--- config.mk ---
export PLATFORM = sky130hd
export DESIGN_NAME = j2_io_responder
export DESIGN_NICKNAME = d
export VERILOG_FILES = /design/src/rtl/j2_io_responder.sv
export SDC_FILE = /design/constraint.sdc
export NUM_CORES = 1
export LEC_CHECK = 0
export ABC_AREA = 0
export BUFFER_PORTS_ARGS = -buffer_cell sky130_fd_sc_hd__buf_4
export CORE_MARGIN = 1.5
export CORE_UTILIZATION = 40
export CTS_BUF_LIST = sky130_fd_sc_hd__clkbuf_2
export CTS_CLUSTER_DIAMETER = 30
export DETAILED_ROUTE_END_ITERATION = 10
export PLACE_DENSITY_LB_ADDON = 0.1
export REMOVE_ABC_BUFFERS = 1
export SLEW_MARGIN = 30
export SYNTH_ARGS = -nofsm -noshare
export SYNTH_HDL_FRONTEND = slang
export SYNTH_SLANG_ARGS = --single-unit
export TNS_END_PERCENT = 1
--- constraint.sdc ---
create_clock -name clock -period 2.4 [get_ports clock]
set_input_delay 0.24 -clock clock [delete_from_list [all_inputs] [get_ports clock]]
set_output_delay 0.24 -clock clock [all_outputs]
set_load 0.01 [all_outputs]
--- src/rtl/j2_io_responder.sv ---
// IO responder for the j2 core: LED register, UART TX FIFO + 8N1 serializer, status, cycle counter.
// Optional cycle counter is built only when J2_IO_COUNTER_EN is defined.
module j2_io_responder #(
   parameter int WIDTH          = 16,
   parameter int FIFO_DEPTH     = 8,
   parameter int CLOCKS_PER_BIT = 434
) (
   input  logic             clock,
   input  logic             reset,
   input  logic [15:0]      io_address,
   input  logic             io_write_enable,
   input  logic             io_read_enable,
   input  logic [WIDTH-1:0] io_write_data,
   output logic [WIDTH-1:0] io_read_data,
   output logic [7:0]       leds,
   output logic             uart_tx
);

   localparam int PW = $clog2(FIFO_DEPTH);
   localparam int CW = PW + 1;
   localparam int TW = $clog2(CLOCKS_PER_BIT);
   localparam logic [TW-1:0] RELOAD = TW'(CLOCKS_PER_BIT - 1);

   typedef enum logic [1:0] {S_IDLE, S_START, S_DATA, S_STOP} tx_state_e;

   logic [1:0]    sel;
   logic          wr_led, wr_tx, rd_status;
   logic          full, empty, busy, pop, push_ok;
   logic [3:0]    cnt_sat;
   logic [WIDTH-1:0] cnt_rd;
   logic          unused_bits;

   logic [7:0]    leds_q;
   logic [7:0]    mem_q [FIFO_DEPTH];
   logic [PW-1:0] wr_ptr_q, wr_ptr_d, rd_ptr_q, rd_ptr_d;
   logic [CW-1:0] count_q, count_d;
   logic          ovf_q, ovf_d;

   tx_state_e     state_q, state_d;
   logic [TW-1:0] timer_q, timer_d;
   logic [2:0]    bit_q, bit_d;
   logic [7:0]    shift_q, shift_d;
   logic          tx_q, tx_d;

   assign sel         = io_address[1:0];
   assign wr_led      = io_write_enable && (sel == 2'd0);
   assign wr_tx       = io_write_enable && (sel == 2'd1);
   assign rd_status   = io_read_enable && (sel == 2'd2);
   assign unused_bits = ^{io_address[15:2], io_write_data[WIDTH-1:8]};

   assign full    = (count_q == CW'(FIFO_DEPTH));
   assign empty   = (count_q == '0);
   assign busy    = (state_q != S_IDLE);
   assign cnt_sat = (count_q > CW'(15)) ? 4'hF : 4'(count_q);
   // A full FIFO still accepts a push when the serializer pops in the same cycle.
   assign push_ok = wr_tx && (!full || pop);

   assign leds    = leds_q;
   assign uart_tx = tx_q;

   always_comb begin
      wr_ptr_d = wr_ptr_q;
      rd_ptr_d = rd_ptr_q;
      ovf_d    = ovf_q;
      if (rd_status)             ovf_d = 1'b0;
      if (wr_tx && full && !pop) ovf_d = 1'b1;
      if (push_ok)               wr_ptr_d = wr_ptr_q + PW'(1);
      if (pop)                   rd_ptr_d = rd_ptr_q + PW'(1);
      count_d = count_q + CW'(push_ok) - CW'(pop);
   end

   always_ff @(posedge clock) begin
      if (push_ok) mem_q[wr_ptr_q] <= io_write_data[7:0];
   end

   always_comb begin
      state_d = state_q;
      timer_d = timer_q;
      bit_d   = bit_q;
      shift_d = shift_q;
      pop     = 1'b0;
      case (state_q)
         S_IDLE: begin
            if (!empty) begin
               pop     = 1'b1;
               shift_d = mem_q[rd_ptr_q];
               timer_d = RELOAD;
               state_d = S_START;
            end
         end
         S_START: begin
            if (timer_q == '0) begin
               timer_d = RELOAD;
               bit_d   = 3'd0;
               state_d = S_DATA;
            end else begin
               timer_d = timer_q - TW'(1);
            end
         end
         S_DATA: begin
            if (timer_q == '0) begin
               timer_d = RELOAD;
               shift_d = {1'b0, shift_q[7:1]};
               bit_d   = bit_q + 3'd1;
               if (bit_q == 3'd7) state_d = S_STOP;
            end else begin
               timer_d = timer_q - TW'(1);
            end
         end
         S_STOP: begin
            if (timer_q == '0) begin
               timer_d = RELOAD;
               if (!empty) begin
                  pop     = 1'b1;
                  shift_d = mem_q[rd_ptr_q];
                  state_d = S_START;
               end else begin
                  state_d = S_IDLE;
               end
            end else begin
               timer_d = timer_q - TW'(1);
            end
         end
         default: state_d = S_IDLE;
      endcase
   end

   // Line level follows the state one cycle later so the output is a clean flop.
   always_comb begin
      case (state_q)
         S_START: tx_d = 1'b0;
         S_DATA:  tx_d = shift_q[0];
         default: tx_d = 1'b1;
      endcase
   end

   always_ff @(posedge clock or posedge reset) begin
      if (reset) begin
         leds_q   <= '0;
         wr_ptr_q <= '0;
         rd_ptr_q <= '0;
         count_q  <= '0;
         ovf_q    <= 1'b0;
         state_q  <= S_IDLE;
         timer_q  <= '0;
         bit_q    <= '0;
         shift_q  <= '0;
         tx_q     <= 1'b1;
      end else begin
         if (wr_led) leds_q <= io_write_data[7:0];
         wr_ptr_q <= wr_ptr_d;
         rd_ptr_q <= rd_ptr_d;
         count_q  <= count_d;
         ovf_q    <= ovf_d;
         state_q  <= state_d;
         timer_q  <= timer_d;
         bit_q    <= bit_d;
         shift_q  <= shift_d;
         tx_q     <= tx_d;
      end
   end

`ifdef J2_IO_COUNTER_EN
   logic [WIDTH-1:0] cnt_q, cnt_d;
   logic             wr_cnt;

   assign wr_cnt = io_write_enable && (sel == 2'd3);
   assign cnt_d  = wr_cnt ? '0 : cnt_q + WIDTH'(1);
   assign cnt_rd = cnt_q;

   always_ff @(posedge clock or posedge reset) begin
      if (reset) cnt_q <= '0;
      else       cnt_q <= cnt_d;
   end
`else
   assign cnt_rd = '0;
`endif

   always_comb begin
      io_read_data = '0;
      case (sel)
         2'd0:    io_read_data = {{(WIDTH-8){1'b0}}, leds_q};
         2'd1:    io_read_data = '0;
         2'd2:    io_read_data = {{(WIDTH-8){1'b0}}, cnt_sat, ovf_q, busy, empty, full};
         default: io_read_data = cnt_rd;
      endcase
   end

endmodule

==> flow_summary.yaml, run 1 <==
run_status:
  status: "finished clean"
routing:
  via_per_inst: 5.099
  drt_pass1_iterations: 4
  route.detailed.drc: 0
  num_vias: 2896
  drt_iter0_markers: 103
  wl_per_cell_um: 16.42
  ant_nets: 0
  wl_mm: 9.326
place:
  dpl.hpwl_mm: 6.504
  place_ws_ps: 31.70
  io_buffer_count: 30
  gp_congestion: 0.7385
  placed_cells: 537
setup_path:
  critPathTopFamily: "adder cells"
  cp.depth: 11
  end_kind: "flop"
  r2r_start: "timer_q[0]$_DFFE_PP0P_"
  path_class: "flop to flop"
  crit_fanout: 3
  crit_chain: "inv_2 -> ha_1 -> nor4b_4 -> a31oi_2 -> nor3_2 -> ha_1 -> inv_1 -> ha_2 -> inv_1 -> fa_1 -> xnor2_1"
  crit_arrival_ps: 2900
  crit_slowest_cell: "dfrtp_1"
  path_buf_inv: 3
  worstRegToRegCells: 11
  max_stage_delay_ps: 460
  cp.required_ps: 2940
  start_kind: "flop"
  crit_start: "timer_q[0]$_DFFE_PP0P_"
yosys:
  synth_area_leaders: "edfxtp_1, dfrtp_1, mux4_2, ha_1, mux2i_1"
  synthXorXnorAreaFrac_pct: 1.088
  ys_async_sr_fraction_pct: 39.62
  yosysWarnings: 0
  syn_inst: 342
  synth_mux_area_share_pct: 12.90
  synth_compound_area_share_pct: 7.800
  synth_area_um2: 4828
  synth_area_per_cell_um2: 14.12
  synth_top_family_by_area: "multiplexers"
  synth_seq_area_share_pct: 61.60
  yosysTopAreaCellShare_pct: 39.80
  synth_ff_type: "edfxtp_1"
  synth-simple-area-share_pct: 8.111
  synth-adder-area-share_pct: 4.561
  ys_types: 51
  synth_commonest_cells: "edfxtp_1, dfrtp_1, o21ai_0"
  synth_edf_count: 64
  yosysTopAreaCell: "edfxtp_1"
  ys_ff_latch: 106
  yosysMostFrequentCell: "edfxtp_1"
cts:
  cts_tree: "built"
  path_clk_slew_ps: 260
  h-tree-depth: 3
  clock_path_buffers: 2
  post_cts_buffers: 0
  cts_inserted_buffers: 9
  root_buffer: "clkbuf_2"
  cts.sinks: 106
  insertion_delay_ps: 610
timing:
  slew_viol_final: 0
  relSlewSlack_pct: 56.57
  rsz0062_at_grt: "true"
  max_freq_mhz: 422.3
  hold_violations: 0
  fin_ws_ps: 32.04
  min_period_over_period_pct: 98.66
  setup_violations: 0
  finalClockSkew_ps: 30.58
  fin_crit_ps: 2368
  worstMarginPinSlew_ps: 648.6
floorplan:
  fp.coreArea_um2: 11610
  ios: 61
  die_h_um: 112.9
  start_util_pct: 41.58
  dieArea_um2: 12740
  std_cell_rows: 39
  die_w_um: 112.9
global_routing:
  antenna_found_initial: 1
  grt_pass1_wl_mm: 15.44
  grt-ovfl-total: 0
  track_usage_pct: 16.30
  grt_max_degree: 36
  grt_pass1_vias: 2920
power_and_ir_drop:
  power.total_w: 0.003546
  leakage_nw: 2.273
  ir_worst_vdd_mv: 0.6375
  power.density_nw_per_um2: 627.4
finish:
  fin_cells: 568
  fill_cells: 1075
  layout.nets: 472
  area_growth_syn_to_layout_pct: 17.05
  drive_gt1_share_pct: 28.07
worst_hold_path:
  hp-start: "io_address[1]"
  worstHoldPathType: "primary input to flop"
  whs_path_depth: 4
job:
  drv_cap: 0
==> logic make-up after synthesis <==
logic type / after synthesis
DFF: 106
other: 1
buffers and inverters: 37
and+or+nand+nor: 75
xor gates and xnor gates: 6
adders and majority gates: 17
muxes: 41
AOI/OAI and AO/OA: 59
==> sequential cells by signal (all words and copies together) (netlist names) <==
register	cells
shift_q	8
bit_q	3
timer_q	9
mem_q	64
ovf_q	1
wr_ptr_q	3
leds	8
count_q	4
uart_tx	1
state_q	2
rd_ptr_q	3
==> worst paths after layout <==
| kind | end | slack [ps] |
|---|---|---|
| setup reg to reg | count_q[2]$_DFF_PP0_ | 30 |
| setup / recovery | count_q[2]$_DFF_PP0_ | 30 |
| max in group asynchronous | uart_tx$_DFF_PP1_ | 1070 |
| hold / removal | ovf_q$_DFFE_PP0P_ | 210 |
| hold reg to reg | uart_tx$_DFF_PP1_ | 510 |
| min in group asynchronous | leds[4]$_DFFE_PP0P_ | 620 |
==> repair_timing <==
| item | 4_1_cts | 5_1_grt |
|---|---|---|
| endpoints found under the hold margin | 114 | 0 |
| setup endpoints to repair | 2 | 4 |
| pin swaps | 0 | 0 |
| gates resized for setup | 1 | 2 |
| hold buffers | 14 | 0 |
==> placed cells by master (no fill, tap or decap), types with 2 or more instances in the layout <==
| cell | count |
|---|---|
| a21o_1 | 2 |
| a21oi_1 | 13 |
| a32o_1 | 2 |
| and2_1 | 2 |
| buf_4 | 65 |
| clkbuf_2 | 10 |
| conb_1 | 8 |
| dfrtp_1 | 41 |
| dlygate4sd3_1 | 14 |
| edfxtp_1 | 64 |
| ha_1 | 15 |
| inv_1 | 15 |
| inv_2 | 2 |
| inv_6 | 2 |
| mux2_2 | 9 |
| mux2i_1 | 15 |
| mux4_2 | 16 |
| nand2_1 | 25 |
| nand2b_1 | 4 |
| nand3_1 | 4 |
| nand3b_1 | 2 |
| nor2_1 | 25 |
| nor3_1 | 4 |
| nor3b_2 | 2 |
| o21ai_0 | 27 |
| o21ai_1 | 2 |
| xnor2_1 | 3 |
| xor2_1 | 3 |
==> power by group <==
group	switching, W	total, W	internal [W]
clock network	0.000599	0.000754	0.000155
registers	0.000117	0.00219	0.00208
logic	0.000300	0.000599	0.000300
total	0.00102	0.00355	0.00253
==> through the flow <==
step	util [%]	setup TNS (ps)	hold slack (ps)	area (µm²)
final	48.66	0	209.5	5652
after global routing	48.66	-500.6	138.3	5652
after CTS	48.57	-5.973	128.2	5640
after detailed placement	46.49	0	156.5	5399
after global placement	46.49	0	149.5	5399
after floorplan	-	-2665	338.9	4732
==> final cells by class <==
type	instances	area, µm²	area share [%]
Tap cell	143	178.9	3.166
Sequential cell	106	2974	52.62
Multi-Input combinational cell	206	1703	30.13
Inverter	17	63.81	1.129
Clock inverter	6	51.30	0.9077
Timing Repair Buffer	79	628.1	11.11
Clock buffer	10	50.05	0.8855
Antenna cell	1	2.502	0.04428
==> tightest hold or removal path, delay by kind of cell <==
family	cells	cell delay, ps
AO/OA/AOI/OAI	1	60
buffers and inverters	2	250
AND/OR/NAND/NOR	1	250
==> metal layers <==
metal  routed length, µm  GRT usage, %  share of wire, %
met2                4530         26.10                49
met5                   0             0                 0
met1                4404         21.55                47
met3                 266         4.392               2.9
met4                 125         5.917               1.3
Note: power is estimated with default switching activity, not from simulation.
==> run 2: changes to the inputs <==
--- a/config.mk
+++ b/config.mk
@@ -12,7 +12,8 @@
 export CTS_BUF_LIST = sky130_fd_sc_hd__clkbuf_2
 export CTS_CLUSTER_DIAMETER = 30
 export DETAILED_ROUTE_END_ITERATION = 10
-export PLACE_DENSITY_LB_ADDON = 0.1
+export MAX_ROUTING_LAYER = met4
+export PLACE_DENSITY = 0.65
 export REMOVE_ABC_BUFFERS = 1
 export SLEW_MARGIN = 30
 export SYNTH_ARGS = -nofsm -noshare
==> run 2 against run 1 <==
The run now ends with negative setup slack left. Core utilization grew 0.22 points. Register-to-register slack lost 110 ps. Die area unchanged. Via count increased by 1.1%. Clock-buffer cell count fell by 1. Fmax fell by 4.3%. Sequential power is essentially flat. Cell area increased by 0.44%. Hold slack got worse by 120 ps. Largest power group unchanged. Highest routed layer unchanged. Largest cell class unchanged. Flip-flop and latch count stayed put. Critical endpoint is now count_q[1]$_DFF_PP0_. Combinational power grew 11%. Routed wire length decreased by 3.2%.
==> flow_summary.yaml, run 2 (same netlist as run 1, synthesis figures left out) <==
run_status:
  status: "complete, but fails checks"
  violations: "negative setup slack"
power_and_ir_drop:
  p_sw_w: 0.001092
  leakage_nw: 2.258
  power_frac_clock_pct: 22.1
  comb_power_share_pct: 18.1
  power.density_nw_per_um2: 648.7
  internal-power_w: 0.002591
  ir_worst_vdd_mv: 0.4219
  p_seq_share_pct: 59.8
  sw_frac_of_total_pct: 29.65
setup_path:
  crit_arrival_ps: 3010
  crit_chain: "inv_2 -> ha_4 -> nor4b_4 -> a31oi_1 -> nor3_2 -> ha_2 -> inv_2 -> ha_4 -> inv_2 -> fa_2 -> inv_2"
  start_kind: "flop"
  critPathTopFamily: "adder cells"
  cp.required_ps: 2930
  crit_top_cell: "inv_2"
  end_kind: "flop"
  path_class: "flop to flop"
  path_buf_inv: 4
  crit_fanout: 3
  crit_slowest_cell: "fa_2"
  max_stage_delay_ps: 520
finish:
  reg.largest.list: "mem_q (64), timer_q (9)"
  fin_cells: 562
  final_area_um2: 5677
  final_core_utilization_pct: 48.88
  fill_cells: 1015
  largest_register_ffs: 64
  final_common_cell: "edfxtp_1"
  drive_gt1_share_pct: 30.14
  area_growth_syn_to_layout_pct: 17.57
  multi_input_area_um2: 1749
  regArea_um2: 2974
  final_cell_mix: "edfxtp_1, buf_4, dfrtp_1"
  regMostFlops: "mem_q"
  layout.nets: 466
place:
  dpl.hpwl_mm: 6.333
  placed_cells: 532
  gp_congestion: 0.7464
  placedInstanceArea_um2: 5361
  io_buffer_count: 30
cts:
  path_clk_slew_ps: 300
  insertion_delay_ps: 590
  cts_tree: "built"
  root_buffer: "clkbuf_2"
  clock_path_buffers: 2
  cts_inserted_buffers: 9
  cts.sinks: 106
  h-tree-depth: 3
floorplan:
  std_cell_rows: 39
  die_w_um: 112.9
  ios: 61
  start_util_pct: 41.58
  die_h_um: 112.9
  dieArea_um2: 12740
  fp.coreArea_um2: 11610
routing:
  wl_mm: 9.029
  drt_pass1_iterations: 4
  drt_iter0_markers: 194
  wl_per_cell_um: 16.07
  ant_nets: 0
  route.detailed.drc: 0
  num_vias: 2927
  via_per_inst: 5.208
timing:
  setup_violations: 2
  min_period_over_period_pct: 103.1
  fin_ws_ps: -74.53
  finalClockSkew_ps: 40.03
  worstMarginPinSlew_ps: 683.9
  relSlewSlack_pct: 54.21
  fin_crit_ps: 2475
  hold_violations: 0
  rsz0062_at_grt: "true"
  max_freq_mhz: 404.1
  slew_viol_final: 0
  hold_slack_ps: 89.79
global_routing:
  grt_max_degree: 28
  grt_pass1_wl_mm: 14.99
  grt_pass1_vias: 3001
  track_usage_pct: 15.98
  antenna_found_initial: 1
  grt-ovfl-total: 0
job:
  drv_cap: 0
worst_hold_path:
  worstHoldPathType: "primary input to flop"
-- run 2: worst min-delay path, cell delays in order --
cell     delay [ps]
buf_4           110
and3b_1         200
inv_1            60
o21ai_0          70
-- run 2: what timing repair did --
item | 4_1_cts | 5_1_grt
hold buffers | 12 | 0
buffers inserted | 0 | 1
resized for setup | 1 | 21
endpoints found under the hold margin | 88 | 0
pin swaps | 0 | 7
cloned | 0 | 0
endpoints found under the setup margin | 1 | 35
-- run 2: final timing paths --
kind / start / end / slack [ps] / cells past startpoint
max: timer_q[1]$_DFFE_PP0P_ / count_q[1]$_DFF_PP0_ / -70 / 11
min: io_write_enable / ovf_q$_DFFE_PP0P_ / 90 / 4
max reg2reg: timer_q[1]$_DFFE_PP0P_ / count_q[1]$_DFF_PP0_ / -70 / 11
min reg2reg: shift_q[4]$_DFFE_PP0P_ / shift_q[4]$_DFFE_PP0P_ / 520 / 2
max in group asynchronous: reset / leds[2]$_DFFE_PP0P_ / 1530 / 4
min in group asynchronous: reset / timer_q[2]$_DFFE_PP0P_ / 130 / 3
-- run 2: per-stage QoR --
step / setup TNS, ps / total power, W / worst slack (ps)
6_report: -91.34 / 0.003683 / -74.53
5_1_grt: -796.3 / 0.003891 / -212.5
4_1_cts: -8.632 / 0.003638 / -8.632
3_5_place_dp: 0 / 0.002819 / 23.82
3_3_place_gp: 0 / 0.002795 / 41.51
2_1_floorplan: -2665 / 0.002570 / -166.8
-- run 2: power by group through the flow --
| stage | combinational (W) | sequential, W | clock, W |
|---|---|---|---|
| 2_1_floorplan | 0.000360 | 0.00221 | 0 |
| 3_3_place_gp | 0.000574 | 0.00222 | 0 |
| 3_5_place_dp | 0.000589 | 0.00223 | 0 |
| 4_1_cts | 0.000609 | 0.00219 | 0.000835 |
| 5_1_grt | 0.000756 | 0.00223 | 0.000907 |
| 6_report | 0.000667 | 0.00220 | 0.000814 |
-- run 2: metal layers --
| layer | global-route usage, % | vias up | wire length (µm) |
|---|---|---|---|
| met1 | 19.75 | 1469 | 4100 |
| met5 | - | - | 0 |
| met3 | 3.374 | 9 | 258 |
| met2 | 26.46 | 59 | 4560 |
| li1 | - | 1390 | - |
| met4 | 5.333 | 0 | 109 |
-- run 2: cell type report --
class / count / area share (%)
Sequential cell: 106 / 52.39
Clock inverter: 7 / 1.234
Timing Repair Buffer: 73 / 10.45
Clock buffer: 9 / 0.7935
Antenna cell: 1 / 0.04408
Inverter: 17 / 1.124
Tap cell: 143 / 3.152
Multi-Input combinational cell: 206 / 30.81
